**src/rtl/eth_pkg.sv**
```systemverilog
// eth_pkg: constants and types shared by the RMII receive deframer.
//   - RMII line symbols: preamble dibit and SFD tail dibit
//   - Ethernet header length
//   - CRC-32 polynomial (reflected form) and init value, with a
//     byte-wide update helper
//   - Err_Code encodings reported alongside Frame_Err
//   - Receive FSM state encoding
package eth_pkg;

    localparam logic [1:0] PREAMBLE_DIBIT = 2'b01;
    localparam logic [1:0] SFD_TAIL_DIBIT = 2'b11;

    localparam int HDR_LEN = 14;

    localparam logic [31:0] CRC_POLY = 32'hEDB88320;
    localparam logic [31:0] CRC_INIT = 32'hFFFFFFFF;

    localparam logic [1:0] ERR_NONE  = 2'd0;
    localparam logic [1:0] ERR_CRC   = 2'd1;
    localparam logic [1:0] ERR_ALIGN = 2'd2;
    localparam logic [1:0] ERR_LEN   = 2'd3;

    typedef enum logic [1:0] {
        ST_IDLE     = 2'd0,
        ST_PREAMBLE = 2'd1,
        ST_FRAME    = 2'd2,
        ST_DROP     = 2'd3
    } state_e;

    // One byte of reflected CRC-32, LSB of the data byte first.
    function automatic logic [31:0] crc32_step(input logic [31:0] crc,
                                               input logic [7:0]  data);
        logic [31:0] c;
        c = crc ^ {24'h000000, data};
        for (int i = 0; i < 8; i++) begin
            c = c[0] ? ((c >> 1) ^ CRC_POLY) : (c >> 1);
        end
        return c;
    endfunction

endpackage

```
**src/rtl/eth_crc32_d8.sv**
```systemverilog
// eth_crc32_d8: IEEE 802.3 CRC-32, one byte per clock.
// Ports:
//   Clk, Rst  clock, asynchronous active-high reset
//   En_i      fold Data_i into the running CRC this cycle
//   Clr_i     restart the CRC from the init value (wins over En_i)
//   Data_i    byte to fold in
//   Crc_o     running CRC with the final XOR applied
module eth_crc32_d8
    import eth_pkg::*;
(
    input  logic        Clk,
    input  logic        Rst,
    input  logic        En_i,
    input  logic        Clr_i,
    input  logic [7:0]  Data_i,
    output logic [31:0] Crc_o
);

    logic [31:0] crc_q, crc_d;

    always_comb begin
        crc_d = crc_q;
        if (Clr_i) begin
            crc_d = CRC_INIT;
        end else if (En_i) begin
            crc_d = crc32_step(crc_q, Data_i);
        end
    end

    always_ff @(posedge Clk or posedge Rst) begin
        if (Rst) begin
            crc_q <= CRC_INIT;
        end else begin
            crc_q <= crc_d;
        end
    end

    assign Crc_o = crc_q ^ CRC_INIT;

endmodule

```
**src/rtl/eth_rx_deframer.sv**
```systemverilog
// eth_rx_deframer: RMII receive deframer. Strips preamble/SFD, captures the
// 14-byte header, streams payload bytes and checks FCS/alignment/length.
// Ports:
//   Clk, Rst              clock, asynchronous active-high reset
//   Rx_Data, Rx_Dv        RMII dibit (LSB-first within a byte) and qualifier
//   M_Data/M_Valid/M_Last payload stream
//   Dest_Addr, Src_Addr, Len_Type, Hdr_Valid   captured header + pulse
//   Frame_Good, Frame_Err, Err_Code            end-of-frame status
//   State_Dbg             current FSM state, for observation only
// Stream handshake: M_Valid is a one-cycle pulse per byte with no ready
// signal; the consumer must take M_Data on every cycle M_Valid is high.
// M_Last rides with the final byte, in the same cycle as the status pulse.
module eth_rx_deframer
    import eth_pkg::*;
#(
    parameter int pMIN_LEN = 60,
    parameter int pMAX_LEN = 1514
) (
    input  logic        Clk,
    input  logic        Rst,
    input  logic [1:0]  Rx_Data,
    input  logic        Rx_Dv,
    output logic [7:0]  M_Data,
    output logic        M_Valid,
    output logic        M_Last,
    output logic [47:0] Dest_Addr,
    output logic [47:0] Src_Addr,
    output logic [15:0] Len_Type,
    output logic        Hdr_Valid,
    output logic        Frame_Good,
    output logic        Frame_Err,
    output logic [1:0]  Err_Code,
    output state_e      State_Dbg
);

    localparam logic [10:0] MIN_CNT = 11'(pMIN_LEN);
    localparam logic [10:0] MAX_CNT = 11'(pMAX_LEN);
    localparam logic [10:0] HDR_CNT = 11'(HDR_LEN);

    state_e      state_q, state_d;
    logic        armed_q, armed_d;           // Rx_Dv seen low since reset
    logic [7:0]  shift_q, shift_d;           // byte under assembly
    logic [1:0]  dibit_cnt_q, dibit_cnt_d;
    logic [31:0] win_q, win_d;               // [31:24] oldest, [7:0] newest
    logic [2:0]  win_cnt_q, win_cnt_d;
    logic [10:0] exit_cnt_q, exit_cnt_d;
    logic [7:0]  pend_q, pend_d;
    logic        pend_vld_q, pend_vld_d;
    logic [47:0] dest_q, dest_d, src_q, src_d;
    logic [15:0] len_q, len_d;
    logic [7:0]  m_data_q, m_data_d;
    logic        m_valid_q, m_valid_d, m_last_q, m_last_d;
    logic        hdr_valid_q, hdr_valid_d, good_q, good_d, err_q, err_d;
    logic [1:0]  err_code_q, err_code_d;

    logic        crc_en, crc_clr;
    logic [31:0] crc_val, fcs_rx;
    logic [7:0]  byte_in, exit_byte;

    eth_crc32_d8 u_crc (
        .Clk    (Clk),
        .Rst    (Rst),
        .En_i   (crc_en),
        .Clr_i  (crc_clr),
        .Data_i (exit_byte),
        .Crc_o  (crc_val)
    );

    assign byte_in   = {Rx_Data, shift_q[7:2]};
    assign exit_byte = win_q[31:24];
    // FCS arrives least-significant byte first.
    assign fcs_rx    = {win_q[7:0], win_q[15:8], win_q[23:16], win_q[31:24]};

    always_comb begin
        state_d     = state_q;
        armed_d     = armed_q | ~Rx_Dv;
        shift_d     = shift_q;
        dibit_cnt_d = dibit_cnt_q;
        win_d       = win_q;
        win_cnt_d   = win_cnt_q;
        exit_cnt_d  = exit_cnt_q;
        pend_d      = pend_q;
        pend_vld_d  = pend_vld_q;
        dest_d      = dest_q;
        src_d       = src_q;
        len_d       = len_q;
        m_data_d    = m_data_q;
        m_valid_d   = 1'b0;
        m_last_d    = 1'b0;
        hdr_valid_d = 1'b0;
        good_d      = 1'b0;
        err_d       = 1'b0;
        err_code_d  = ERR_NONE;
        crc_en      = 1'b0;
        crc_clr     = 1'b0;

        case (state_q)
            ST_IDLE: begin
                if (Rx_Dv) begin
                    // After a reset mid-frame, ignore the tail of that frame.
                    if (!armed_q)                        state_d = ST_DROP;
                    else if (Rx_Data == PREAMBLE_DIBIT) state_d = ST_PREAMBLE;
                    else if (Rx_Data != 2'b00)          state_d = ST_DROP;
                end
            end
            ST_PREAMBLE: begin
                if (!Rx_Dv) begin
                    state_d = ST_IDLE;
                end else if (Rx_Data == SFD_TAIL_DIBIT) begin
                    state_d     = ST_FRAME;
                    crc_clr     = 1'b1;
                    dibit_cnt_d = 2'd0;
                    win_cnt_d   = 3'd0;
                    exit_cnt_d  = 11'd0;
                    pend_vld_d  = 1'b0;
                end else if (Rx_Data != PREAMBLE_DIBIT) begin
                    state_d = ST_DROP;
                end
            end
            ST_FRAME: begin
                if (!Rx_Dv) begin
                    state_d    = ST_IDLE;
                    pend_vld_d = 1'b0;
                    if (pend_vld_q) begin
                        m_valid_d = 1'b1;
                        m_last_d  = 1'b1;
                        m_data_d  = pend_q;
                    end
                    if (exit_cnt_q < MIN_CNT) begin
                        err_d = 1'b1;  err_code_d = ERR_LEN;
                    end else if (dibit_cnt_q != 2'd0) begin
                        err_d = 1'b1;  err_code_d = ERR_ALIGN;
                    end else if (crc_val != fcs_rx) begin
                        err_d = 1'b1;  err_code_d = ERR_CRC;
                    end else begin
                        good_d = 1'b1;
                    end
                end else begin
                    shift_d     = byte_in;
                    dibit_cnt_d = dibit_cnt_q + 2'd1;
                    if (dibit_cnt_q == 2'd3) begin
                        win_d = {win_q[23:0], byte_in};
                        if (win_cnt_q != 3'd4) begin
                            win_cnt_d = win_cnt_q + 3'd1;
                        end else if (exit_cnt_q == MAX_CNT) begin
                            // Oversize: close out now and discard the rest.
                            state_d    = ST_DROP;
                            pend_vld_d = 1'b0;
                            m_valid_d  = pend_vld_q;
                            m_last_d   = pend_vld_q;
                            m_data_d   = pend_q;
                            err_d      = 1'b1;
                            err_code_d = ERR_LEN;
                        end else begin
                            crc_en     = 1'b1;
                            exit_cnt_d = exit_cnt_q + 11'd1;
                            if (exit_cnt_q < 11'd6) begin
                                dest_d = {dest_q[39:0], exit_byte};
                            end else if (exit_cnt_q < 11'd12) begin
                                src_d = {src_q[39:0], exit_byte};
                            end else if (exit_cnt_q < HDR_CNT) begin
                                len_d       = {len_q[7:0], exit_byte};
                                hdr_valid_d = (exit_cnt_q == HDR_CNT - 11'd1);
                            end else begin
                                // Hold one byte back so the last one can carry M_Last.
                                if (pend_vld_q) begin
                                    m_valid_d = 1'b1;
                                    m_data_d  = pend_q;
                                end
                                pend_d     = exit_byte;
                                pend_vld_d = 1'b1;
                            end
                        end
                    end
                end
            end
            ST_DROP: begin
                if (!Rx_Dv) state_d = ST_IDLE;
            end
            default: state_d = ST_IDLE;
        endcase
    end

    always_ff @(posedge Clk or posedge Rst) begin
        if (Rst) begin
            state_q     <= ST_IDLE;
            armed_q     <= 1'b0;
            shift_q     <= '0;
            dibit_cnt_q <= '0;
            win_q       <= '0;
            win_cnt_q   <= '0;
            exit_cnt_q  <= '0;
            pend_q      <= '0;
            pend_vld_q  <= 1'b0;
            dest_q      <= '0;
            src_q       <= '0;
            len_q       <= '0;
            m_data_q    <= '0;
            m_valid_q   <= 1'b0;
            m_last_q    <= 1'b0;
            hdr_valid_q <= 1'b0;
            good_q      <= 1'b0;
            err_q       <= 1'b0;
            err_code_q  <= '0;
        end else begin
            state_q     <= state_d;
            armed_q     <= armed_d;
            shift_q     <= shift_d;
            dibit_cnt_q <= dibit_cnt_d;
            win_q       <= win_d;
            win_cnt_q   <= win_cnt_d;
            exit_cnt_q  <= exit_cnt_d;
            pend_q      <= pend_d;
            pend_vld_q  <= pend_vld_d;
            dest_q      <= dest_d;
            src_q       <= src_d;
            len_q       <= len_d;
            m_data_q    <= m_data_d;
            m_valid_q   <= m_valid_d;
            m_last_q    <= m_last_d;
            hdr_valid_q <= hdr_valid_d;
            good_q      <= good_d;
            err_q       <= err_d;
            err_code_q  <= err_code_d;
        end
    end

    assign M_Data     = m_data_q;
    assign M_Valid    = m_valid_q;
    assign M_Last     = m_last_q;
    assign Dest_Addr  = dest_q;
    assign Src_Addr   = src_q;
    assign Len_Type   = len_q;
    assign Hdr_Valid  = hdr_valid_q;
    assign Frame_Good = good_q;
    assign Frame_Err  = err_q;
    assign Err_Code   = err_code_q;
    assign State_Dbg  = state_q;

endmodule
```
**config.mk**
```make
export PLATFORM = sky130hd
export DESIGN_NAME = eth_rx_deframer
export DESIGN_NICKNAME = d
export VERILOG_FILES = /design/src/rtl/eth_pkg.sv /design/src/rtl/eth_crc32_d8.sv /design/src/rtl/eth_rx_deframer.sv
export SDC_FILE = /design/constraint.sdc
export NUM_CORES = 1
export LEC_CHECK = 0
export ABC_CLOCK_PERIOD_IN_PS = 13440
export BUFFER_PORTS_ARGS = -buffer_cell sky130_fd_sc_hd__buf_4
export CAP_MARGIN = 0
export CORE_ASPECT_RATIO = 0.6
export CORE_MARGIN = 3
export CORE_UTILIZATION = 50
export CTS_CLUSTER_SIZE = 20
export DETAILED_ROUTE_END_ITERATION = 8
export PLACE_DENSITY = 0.7
export SKIP_LAST_GASP = 1
export SYNTH_ARGS = -nofsm -noshare
export SYNTH_HDL_FRONTEND = slang
export SYNTH_HIERARCHICAL = 1
export SYNTH_SLANG_ARGS = --single-unit
```
**constraint.sdc**
```tcl
create_clock -name Clk -period 13.44 [get_ports Clk]
set_input_delay 1.344 -clock Clk [delete_from_list [all_inputs] [get_ports Clk]]
set_output_delay 1.344 -clock Clk [all_outputs]
set_load 0.02 [all_outputs]
```
==> results.py, run 1 <==
metrics = {
    "worst_setup_path": {
        "path_cells": "inv_1, ha_1, nand2_1, or3_4, inv_2, clkinv_1, nor2_1, a21oi_1",
        "cp_slowest_cell": "clkinv_1",
        "path_buf_inv": 3,
        "crit_cells": 8,
        "crit_required_ns": 13.86,
        "worst_setup_path_start_kind": "flop",
        "slowest_delay_ns": 0.79,
        "critPathKind": "reg2reg",
        "r2r_cells": 8,
        "cp_max_fo": 39,
        "end_kind": "flop",
        "crit_arrival_ns": 4.76,
        "path_delay_family": "simple AND/OR/NAND/NOR gates",
    },
    "global_routing": {
        "antenna_found_initial": 0,
        "overflow": 0,
        "grt_max_degree": 129,
        "grt_pass1_wl_mm": 38.0,
        "track_usage_pct": 21.2,
        "grt_pass1_vias": 6348,
    },
    "power_and_ir_drop": {
        "power.internal_mw": 1.44,
        "finalPower_mw": 2.13,
        "power.share.combinational_pct": 30.9,
        "power_switching_mw": 0.689,
        "ir_worst_vdd_mv": 0.133,
        "power.density_nw_per_um2": 171,
        "netSwitchingFraction_pct": 32.4,
        "pwr-share-clk_pct": 29.8,
        "p_leak_nw": 6.37,
        "seq_power_share_pct": 39.3,
    },
    "job": {
        "drv_cap": 0,
    },
    "synthesis": {
        "synth_edf_count": 0,
        "yosys_most_used_dff": "dfrtp_1",
        "yosysWarnings": 6,
        "yosys.area_share.simple_pct": 6.52,
        "synthDistinctLibCells": 67,
        "synthAdderAreaFrac_pct": 1.43,
        "syn_area_per_cell_sq_um": 13.1,
        "netlist_area_sq_um": 10500,
        "syn_inst": 802,
        "synth_seq_cells": 225,
        "synthArstFlopShare_pct": 100,
        "synthMuxAreaShare_pct": 18.6,
        "synth_xor_area_share_pct": 10.6,
        "synth_top_family_by_area": "multiplexers",
        "synth_compound_area_share_pct": 5.26,
        "synth.yosys.seq_area_share_pct": 54.0,
        "synth_fp_nets": 819,
    },
    "place": {
        "dp_hpwl_mm": 17.1,
        "placed_cells_incl_taps": 1182,
        "io_buffers": 133,
        "placed_area_sq_um": 11700,
        "gp_congestion": 0.875,
    },
    "sta": {
        "maxSlewHeadroom_pct": 22.7,
        "clock_skew_ns": 0.0161,
        "tns_ns": 0,
        "fin_crit_sh_pct": 32.3,
        "rsz0062_at_grt": "false",
        "setup-violations-final": 0,
        "holdWs_ns": 0.491,
        "drv_slew": 0,
        "fmax_mhz": 230,
        "hold_viol_final": 0,
        "finalCriticalPeriod_ns": 4.35,
        "tightest_slew_ns": 1.16,
    },
    "detailed_routing": {
        "dr.pass1.iters": 5,
        "drt_iter0_drc": 422,
        "viasPerCell": 5.39,
        "vias": 6586,
        "post_drt_wl_per_cell_um": 19.7,
        "drc": 0,
        "ant_nets": 0,
        "drt-total-wl_mm": 24.1,
    },
    "clock_network": {
        "numCtsBuffers": 22,
        "post_cts_buffers": 0,
        "ctsHoldBuffers": 0,
        "cts_resized": 0,
        "cts_tree": "yes",
        "cts_buffer_depth": 3,
        "clk_latency_ns": 0.51,
        "htreeDepth": 1,
        "cts_num_sinks": 225,
        "root_buffer": "clkbuf_16",
        "clk_pin_slew_ns": 0.06,
    },
    "finish": {
        "area_growth_pct": 18.4,
        "nNetsFinal": 950,
        "finalInstanceArea_sq_um": 12400,
        "diodes": 0,
        "drive_gt1_share_pct": 42.8,
        "fin_cells": 1222,
    },
    "run_status": {
        "status": "finished clean",
    },
    "floorplan": {
        "core-area_sq_um": 20300,
        "die_area_sq_um": 22800,
        "die_x_um": 193,
        "start_util_pct": 51.7,
        "num_rows": 40,
        "ioPinCount": 134,
        "fp.dieH_um": 118,
    },
    "hold_path": {
        "hold_path_class": "reg2reg",
        "hold_depth": 1,
    },
}
## cell type report
cell class	count	area, sq um
Tap cell	273	342
Fill cell	1626	7880
Clock inverter	7	93.8
Inverter	49	191
Multi-Input combinational cell	497	4460
Clock buffer	33	653
Timing Repair Buffer	138	1040
Sequential cell	225	5670
## registers in the layout, indices dropped and copies added, names as in the netlist, 2 cells and up
name         count
exit_cnt_q      11
pend_q           8
Src_Addr        48
State_Dbg        2
Dest_Addr       48
Len_Type        16
Err_Code         2
M_Data           8
dibit_cnt_q      2
shift_q          6
u_crc/crc_q     32
win_q           32
win_cnt_q        3
## worst paths after layout
kind | startpoint | to | slack (ns)
worst max-delay path | State_Dbg[0] | u_crc/crc_q[25] | 9.09
worst min-delay path | armed_q | armed_q | 0.49
worst max register to register | State_Dbg[0] | u_crc/crc_q[25] | 9.09
worst min register to register | armed_q | armed_q | 0.49
max in group asynchronous | Rst | Dest_Addr[8] | 11.02
min in group asynchronous | Rst | Len_Type[5] | 1.05
## synthesized netlist by cell type, types with 3 or more instances
| master | n | area [sq um] |
|---|---|---|
| mux2_2 | 144 | 1620 |
| a211oi_1 | 5 | 37.5 |
| inv_1 | 47 | 176 |
| nor2_1 | 41 | 154 |
| a21oi_1 | 27 | 135 |
| xnor2_1 | 54 | 473 |
| o22ai_1 | 3 | 18.8 |
| o31ai_1 | 3 | 22.5 |
| dfstp_2 | 32 | 841 |
| dfrtp_1 | 193 | 4830 |
| buf_4 | 4 | 30.0 |
| xor2_1 | 38 | 333 |
| nor3_1 | 10 | 50.1 |
| clkbuf_1 | 16 | 60.1 |
| ha_1 | 12 | 150 |
| and3_1 | 6 | 37.5 |
| nand3_1 | 9 | 45.0 |
| xnor2_2 | 9 | 146 |
| mux2i_1 | 3 | 30.0 |
| or2_2 | 7 | 43.8 |
| o21ai_0 | 12 | 60.1 |
| buf_6 | 3 | 33.8 |
| nand4_1 | 4 | 25.0 |
| buf_2 | 3 | 15.0 |
| a211o_1 | 10 | 87.6 |
| nor4_1 | 9 | 56.3 |
| mux2_4 | 20 | 300 |
| nand2_1 | 26 | 97.6 |
## power by group through the flow
| stage | sequential (mW) | clock, mW | combinational [mW] |
|---|---|---|---|
| 6_report | 0.836 | 0.635 | 0.658 |
| 5_1_grt | 0.845 | 0.676 | 0.717 |
| 4_1_cts | 0.834 | 0.647 | 0.654 |
| 3_5_place_dp | 0.845 | 0 | 0.648 |
| 3_3_place_gp | 0.844 | 0 | 0.642 |
| 2_1_floorplan | 0.829 | 0 | 0.517 |
## per-stage QoR
step,util (%),worst slack [ns]
floorplan,-,6.84
global route,61.2,8.77
CTS,61.2,9.14
global placement,57.6,9.14
detailed placement,57.6,9.05
finish,61.2,9.09
## placed cells by master, fill, tap and decap left out, types with 10 or more instances in the layout
cell type | Yosys | final
dfstp_2 | 32 | 32
dfrtp_1 | 193 | 193
o21ai_0 | 12 | 12
mux2_2 | 144 | 144
nand2_1 | 26 | 26
xnor2_1 | 54 | 54
ha_1 | 12 | 12
mux2_4 | 20 | 20
nor2_1 | 41 | 40
buf_4 | 4 | 138
nor3_1 | 10 | 10
xor2_1 | 38 | 38
a211o_1 | 10 | 10
a21oi_1 | 27 | 27
clkbuf_16 | 0 | 23
inv_1 | 47 | 46
## logic make-up (layout without fill, tap and decap cells)
family | count (synthesis) | count (layout)
AO/OA/AOI/OAI | 82 | 82
multiplexers | 167 | 167
XOR/XNOR | 107 | 107
AND/OR/NAND/NOR | 129 | 129
flip-flops | 225 | 225
adder cells (fa/ha/maj) | 12 | 12
buffers and inverters | 80 | 227
## per-layer routing
layer / wire (um) / share of wire [%] / track usage, %
met5: 0 / 0 / 0
met4: 414 / 1.7 / 4.02
met3: 1360 / 5.6 / 3.32
met2: 9280 / 38 / 27.3
met1: 13100 / 54 / 36.8
## worst register-to-register path, stage by stage, from the launching register on
cell and delay, ns:
dfrtp_1 0.41, inv_1 0.15, ha_1 0.71, nand2_1 0.49
or3_4 0.56, inv_2 0.48, clkinv_1 0.79, nor2_1 0.53
a21oi_1 0.12
(Power assumes the default switching activity.)
==> inputs of run 2 (changes only) <==
--- a/config.mk
+++ b/config.mk
@@ -5,7 +5,7 @@
 export SDC_FILE = /design/constraint.sdc
 export NUM_CORES = 1
 export LEC_CHECK = 0
-export ABC_CLOCK_PERIOD_IN_PS = 13440
+export ABC_CLOCK_PERIOD_IN_PS = 3650
 export BUFFER_PORTS_ARGS = -buffer_cell sky130_fd_sc_hd__buf_4
 export CAP_MARGIN = 0
 export CORE_ASPECT_RATIO = 0.6
@@ -13,7 +13,7 @@
 export CORE_UTILIZATION = 50
 export CTS_CLUSTER_SIZE = 20
 export DETAILED_ROUTE_END_ITERATION = 8
-export PLACE_DENSITY = 0.7
+export PLACE_DENSITY = 0.73
 export SKIP_LAST_GASP = 1
 export SYNTH_ARGS = -nofsm -noshare
 export SYNTH_HDL_FRONTEND = slang
==> constraint.sdc (replaced) <==
create_clock -name Clk -period 3.65 [get_ports Clk]
set_input_delay 0.365 -clock Clk [delete_from_list [all_inputs] [get_ports Clk]]
set_output_delay 0.365 -clock Clk [all_outputs]
set_load 0.02 [all_outputs]
==> run 2 against run 1 <==
Utilization rose by 0.30 points. Clock skew rose by 0.0028 ns. Non-clock buffer count rose by 6. Via count fell by 1.2%. Clock power rose to 3.6 times the previous value. Critical endpoint is now u_crc/crc_q[29].
==> results.py, run 2 (same netlist as run 1, synthesis figures left out) <==
metrics = {
    "run_status": {
        "status": "finished clean",
    },
    "finish": {
        "layout_commonest_cell": "dfrtp_1",
        "diodes": 0,
        "nNetsFinal": 956,
        "drive_gt1_share_pct": 43.1,
        "area_growth_pct": 19.0,
        "final_cell_mix": "193 x dfrtp_1, 144 x mux2_2, 141 x buf_4",
    },
    "global_routing": {
        "busiest_layer": "met1",
        "grt_pass1_wl_mm": 36.9,
        "antenna_found_initial": 0,
        "grt_pass1_vias": 6325,
        "track_usage_pct": 20.4,
        "use_met1_pct": 34.2,
        "use_met3_pct": 3.47,
        "overflow": 0,
        "grt_max_degree": 75,
        "grtUsageMet2_pct": 27.4,
    },
    "clock_network": {
        "clk_latency_ns": 0.51,
        "cts_buffer_depth": 3,
        "cts_resized": 0,
        "root_buffer": "clkbuf_16",
        "cts_tree": "yes",
        "clk_pin_slew_ns": 0.07,
        "numCtsBuffers": 22,
        "htreeDepth": 1,
        "cts_num_sinks": 225,
    },
    "sta": {
        "maxSlewHeadroom_pct": 34.8,
        "setup-violations-final": 0,
        "hold_viol_final": 0,
        "tightest_slew_ns": 0.972,
        "tns_ns": 0,
        "finalCriticalPeriod_ns": 2.80,
        "rsz0062_at_grt": "false",
        "fin_crit_sh_pct": 76.8,
        "drv_slew": 0,
        "clock_skew_ns": 0.0189,
        "fmax_mhz": 357,
        "worst_slack_ns": 0.846,
    },
    "detailed_routing": {
        "post_drt_wl_per_cell_um": 18.9,
        "vias": 6508,
        "drc": 0,
        "drt_iter0_drc": 491,
        "dr.pass1.iters": 5,
        "drt-total-wl_mm": 23.2,
        "ant_nets": 0,
        "viasPerCell": 5.30,
    },
    "worst_setup_path": {
        "end_kind": "flop",
        "path_buf_inv": 3,
        "crit_required_ns": 4.07,
        "worst_setup_path_start_kind": "flop",
        "cp_max_fo": 26,
        "rrSetupSlack_ns": 0.85,
        "crit_arrival_ns": 3.22,
        "cp_slowest_cell": "clkinv_1",
        "critPathKind": "reg2reg",
        "crit_cells": 9,
        "r2r_cells": 9,
        "critPathLaunch": "exit_cnt_q[0]",
        "worstSetupEndpoint": "u_crc/crc_q[29]",
        "path_delay_family": "simple AND/OR/NAND/NOR gates",
        "r2r-end": "u_crc/crc_q[29]",
        "r2r-start": "exit_cnt_q[0]",
        "path_cells": "inv_1, ha_1, nand4b_2, nor3_2, or3_4, inv_2, clkinv_1, nor2_1, a21oi_1",
        "slowest_delay_ns": 0.59,
    },
    "place": {
        "gp_congestion": 0.873,
        "dp_hpwl_mm": 16.5,
        "place_ws_ns": 0.862,
        "io_buffers": 133,
    },
    "floorplan": {
        "ioPinCount": 134,
        "start_util_pct": 51.7,
        "die_x_um": 193,
        "die_area_sq_um": 22800,
        "fp.dieH_um": 118,
        "num_rows": 40,
        "core-area_sq_um": 20300,
    },
    "hold_path": {
        "hold_path_class": "in2reg",
    },
    "power_and_ir_drop": {
        "power.density_nw_per_um2": 625,
        "ir_worst_vdd_mv": 0.502,
        "p_leak_nw": 6.40,
        "finalPower_mw": 7.82,
    },
    "job": {
        "drv_cap": 0,
    },
}
## run 2: cell count changes in the layout (fill, tap and decap cells not counted), sizes merged
| cell | previous run | this run |
|---|---|---|
| buf | 138 | 143 |
| dlygate4sd3 | 0 | 1 |
| bufinv | 2 | 1 |
| clkbuf | 33 | 34 |
| inv | 49 | 48 |
| clkinv | 3 | 4 |
## run 2: through the flow
stage	cell area, sq um	hold slack (ns)	std cells	utilization [%]
floorplan	10500	0.435	802	-
global placement	11800	0.450	1187	57.9
detailed placement	11800	0.461	1187	57.9
CTS	12500	0.136	1228	61.5
global route	12500	0.167	1228	61.5
finish	12500	0.150	1228	61.5
## run 2: how the worst min path moves through the flow
stage / slack (ns) / cells after the start / endpoint / from
final: 0.15 / 2 / armed_q / Rx_Dv
after global routing: 0.17 / 2 / armed_q / Rx_Dv
after CTS: 0.14 / 2 / armed_q / Rx_Dv
after detailed placement: 0.46 / 2 / Len_Type[3] / Rst
after global placement: 0.45 / 1 / armed_q / armed_q
after floorplan: 0.44 / 1 / armed_q / armed_q
## run 2: power breakdown
| group | internal [mW] | total, mW | switching, mW |
|---|---|---|---|
| clock network | 1.35 | 2.31 | 0.957 |
| logic | 1.10 | 2.45 | 1.35 |
| registers | 2.82 | 3.06 | 0.233 |
## run 2: timing repair
| action | in CTS | in global routing |
|---|---|---|
| hold buffers | 1 | 0 |
| buffers inserted | 0 | 0 |
| hold endpoints to repair | 19 | 0 |
## run 2: cell type report
cell class	count	area [sq um]
fill	1611	7820
sequential	225	5670
multi-input combinational	497	4460
timing repair buffer	144	1110
clock buffer	34	677
tap	273	342
inverter	49	188
clock inverter	6	61.3
## run 2: routing by layer
layer	part of all wire, %	vias to the layer above
met4	1.6	0
met5	0	-
met2	40	197
met3	6.6	25
li1	-	3041
met1	52	3245
==> inputs of run 3 (changes only) <==
--- a/config.mk
+++ b/config.mk
@@ -5,7 +5,8 @@
 export SDC_FILE = /design/constraint.sdc
 export NUM_CORES = 1
 export LEC_CHECK = 0
-export ABC_CLOCK_PERIOD_IN_PS = 3650
+export ABC_AREA = 1
+export ABC_CLOCK_PERIOD_IN_PS = 2900
 export BUFFER_PORTS_ARGS = -buffer_cell sky130_fd_sc_hd__buf_4
 export CAP_MARGIN = 0
 export CORE_ASPECT_RATIO = 0.6
@@ -13,7 +14,7 @@
 export CORE_UTILIZATION = 50
 export CTS_CLUSTER_SIZE = 20
 export DETAILED_ROUTE_END_ITERATION = 8
-export PLACE_DENSITY = 0.73
+export PLACE_DENSITY = 0.7
 export SKIP_LAST_GASP = 1
 export SYNTH_ARGS = -nofsm -noshare
 export SYNTH_HDL_FRONTEND = slang
==> constraint.sdc (replaced) <==
create_clock -name Clk -period 2.9 [get_ports Clk]
set_input_delay 0.29 -clock Clk [delete_from_list [all_inputs] [get_ports Clk]]
set_output_delay 0.29 -clock Clk [all_outputs]
set_load 0.02 [all_outputs]
==> run 3 against run 2 <==
Count of clock-buffer cells in the layout is 1 lower. Area after synthesis is 5.7% higher. Critical endpoint is now u_crc/crc_q[8]. Clock skew is 0.0077 ns lower. Power is 53% higher. Clock power is 22% higher. Via count is 43% higher.
==> results.py, run 3 <==
metrics = {
    "global_routing": {
        "grt_pass1_vias": 8518,
        "overflow": 0,
        "grt_pass1_wl_mm": 45.9,
        "antenna_found_initial": 0,
        "grt_max_degree": 49,
        "track_usage_pct": 23.6,
    },
    "finish": {
        "final_core_util_pct": 61.7,
        "nNetsFinal": 1545,
        "finalInstanceArea_sq_um": 13200,
        "final_cell_mix": "489 x nand2_1, 193 x dfrtp_1, 176 x inv_1",
        "diodes": 0,
        "area_growth_pct": 18.8,
        "layout_commonest_cell": "nand2_1",
        "fillers": 1865,
        "drive_gt1_share_pct": 17.2,
    },
    "sta": {
        "worst_slack_ns": 0.393,
        "hold_viol_final": 0,
        "fmax_mhz": 399,
        "finalCriticalPeriod_ns": 2.51,
        "tightest_slew_ns": 0.834,
        "setup-violations-final": 0,
        "drv_slew": 0,
        "fin_crit_sh_pct": 86.4,
        "maxSlewHeadroom_pct": 44.3,
        "clock_skew_ns": 0.0111,
        "tns_ns": 0,
        "rsz0062_at_grt": "false",
    },
    "synthesis": {
        "synthDistinctLibCells": 44,
        "synth.yosys.seq_area_share_pct": 51.1,
        "yosysWarnings": 6,
        "synth_xor_area_share_pct": 5.10,
        "synthArstFlopShare_pct": 100,
        "yosys_most_used_dff": "dfrtp_1",
        "synthAdderAreaFrac_pct": 1.35,
        "syn_inst": 1394,
        "synthMuxAreaShare_pct": 0,
        "yosysTopAreaCellShare_pct": 43.5,
        "synth_edf_count": 0,
        "synth_top_family_by_area": "simple AND/OR/NAND/NOR gates",
        "yosys.area_share.simple_pct": 25.7,
        "yosysTopAreaCell": "dfrtp_1",
        "synth_fp_nets": 1411,
        "netlist_area_sq_um": 11100,
        "netlist_top_cells_count": "489 x nand2_1, 193 x dfrtp_1, 177 x inv_1",
        "synth_seq_cells": 225,
        "synthTopCellsByArea": "dfrtp_1 43%, nand2_1 17%, dfstp_2 7.6%, inv_1 6.0%, o21ai_0 5.0%",
        "synth.most_common_cell": "nand2_1",
        "syn_area_per_cell_sq_um": 7.97,
        "synth_compound_area_share_pct": 8.20,
    },
    "detailed_routing": {
        "drt-total-wl_mm": 28.0,
        "post_drt_wl_per_cell_um": 15.4,
        "drt_iter0_drc": 918,
        "dr.pass1.iters": 5,
        "viasPerCell": 5.11,
        "vias": 9307,
        "drc": 0,
        "ant_nets": 0,
    },
    "clock_network": {
        "htreeDepth": 1,
        "cts_tree": "yes",
        "clk_pin_slew_ns": 0.06,
        "clk_latency_ns": 0.51,
        "cts_buffer_depth": 3,
        "post_cts_buffers": 0,
        "root_buffer": "clkbuf_16",
        "cts_num_sinks": 225,
        "ctsHoldBuffers": 1,
        "numCtsBuffers": 22,
        "cts_resized": 0,
    },
    "hold_path": {
        "hold_depth": 3,
        "hold_start": "Rx_Data[0]",
        "hold-path-endpoint": "shift_q[6]",
        "hold_path_class": "in2reg",
    },
    "power_and_ir_drop": {
        "p_leak_nw": 6.99,
        "finalPower_mw": 11.9,
        "power.density_nw_per_um2": 905,
        "ir_worst_vdd_mv": 0.641,
    },
    "worst_setup_path": {
        "cp_max_fo": 22,
        "crit_arrival_ns": 2.93,
        "r2r-start": "exit_cnt_q[0]",
        "critPathKind": "reg2reg",
        "r2r-end": "u_crc/crc_q[8]",
        "worst_setup_path_start_kind": "flop",
        "crit_required_ns": 3.32,
        "r2r_cells": 13,
        "end_kind": "flop",
        "rrSetupSlack_ns": 0.39,
    },
    "floorplan": {
        "fp.dieH_um": 121,
        "num_rows": 41,
        "core-area_sq_um": 21400,
        "start_util_pct": 51.9,
        "die_x_um": 198,
        "die_area_sq_um": 24100,
        "ioPinCount": 134,
    },
    "job": {
        "drv_cap": 0,
    },
    "place": {
        "place_ws_ns": 0.450,
        "dp_hpwl_mm": 20.5,
        "placed_area_sq_um": 12500,
        "io_buffers": 133,
        "gp_congestion": 0.936,
    },
    "run_status": {
        "status": "finished clean",
    },
}
## run 3: cell count changes in the layout (fill, tap and decap cells not counted), moves of 20 or more
cell | before | now
mux2_2 | 144 | 0
inv_1 | 46 | 176
o21ai_0 | 12 | 112
o21ai_1 | 2 | 25
nand3_1 | 9 | 101
xnor2_1 | 54 | 29
nand2_1 | 26 | 489
mux2_4 | 20 | 0
## run 3: power by group
part	switching (mW)	internal, mW
sequential	0.569	3.71
clock	1.18	1.62
combinational	3.24	1.61
total	5.00	6.94
## run 3: how the worst max path moves through the flow
stage / startpoint / end / depth (start not counted)
6_report: exit_cnt_q[0] / u_crc/crc_q[8] / 13
5_1_grt: exit_cnt_q[0] / u_crc/crc_q[10] / 13
4_1_cts: exit_cnt_q[0] / u_crc/crc_q[8] / 13
3_5_place_dp: exit_cnt_q[0] / u_crc/crc_q[8] / 13
3_3_place_gp: exit_cnt_q[0] / u_crc/crc_q[8] / 13
2_1_floorplan: Rst / Dest_Addr[0] / 1
## run 3: through the flow
step / instances / hold WS (ns)
after floorplan: 1394 / 0.400
after global placement: 1782 / 0.446
after detailed placement: 1782 / 0.456
after CTS: 1822 / 0.0177
after global routing: 1822 / 0.0338
final: 1822 / 0.0321
## run 3: layout make-up
class / count / area, sq um / area share [%]
Tap cell: 279 / 349 / 2.65
Multi-Input combinational cell: 935 / 4500 / 34.1
Clock buffer: 33 / 642 / 4.86
Sequential cell: 225 / 5670 / 43.0
Timing Repair Buffer: 157 / 1260 / 9.52
Inverter: 187 / 708 / 5.37
Clock inverter: 6 / 67.6 / 0.512
## run 3: worst max-delay path, cell delays in order (launching register included)
cell and delay [ns]:
dfrtp_1 0.41, inv_1 0.10, ha_1 0.21, nand2_1 0.05
nor3_1 0.04, nand3_1 0.18, nand2_2 0.13, inv_2 0.11
nand2_2 0.06, inv_1 0.15, nor2_1 0.08, inv_1 0.61
nand2_1 0.13, o22ai_1 0.13
## run 3: routing by layer
| layer | track usage, % | wire [um] | up-vias |
|---|---|---|---|
| li1 | - | - | 4613 |
| met1 | 39.0 | 14400 | 4350 |
| met2 | 33.0 | 11100 | 316 |
| met3 | 3.97 | 2190 | 28 |
| met4 | 3.22 | 335 | 0 |
| met5 | 0 | 0 | - |
## run 3: kinds of logic after synthesis
group / Yosys count
and+or+nand+nor: 686
buffers and inverters: 234
DFF: 225
AOI/OAI and AO/OA: 174
xor gates and xnor gates: 63
adders and majority gates: 12
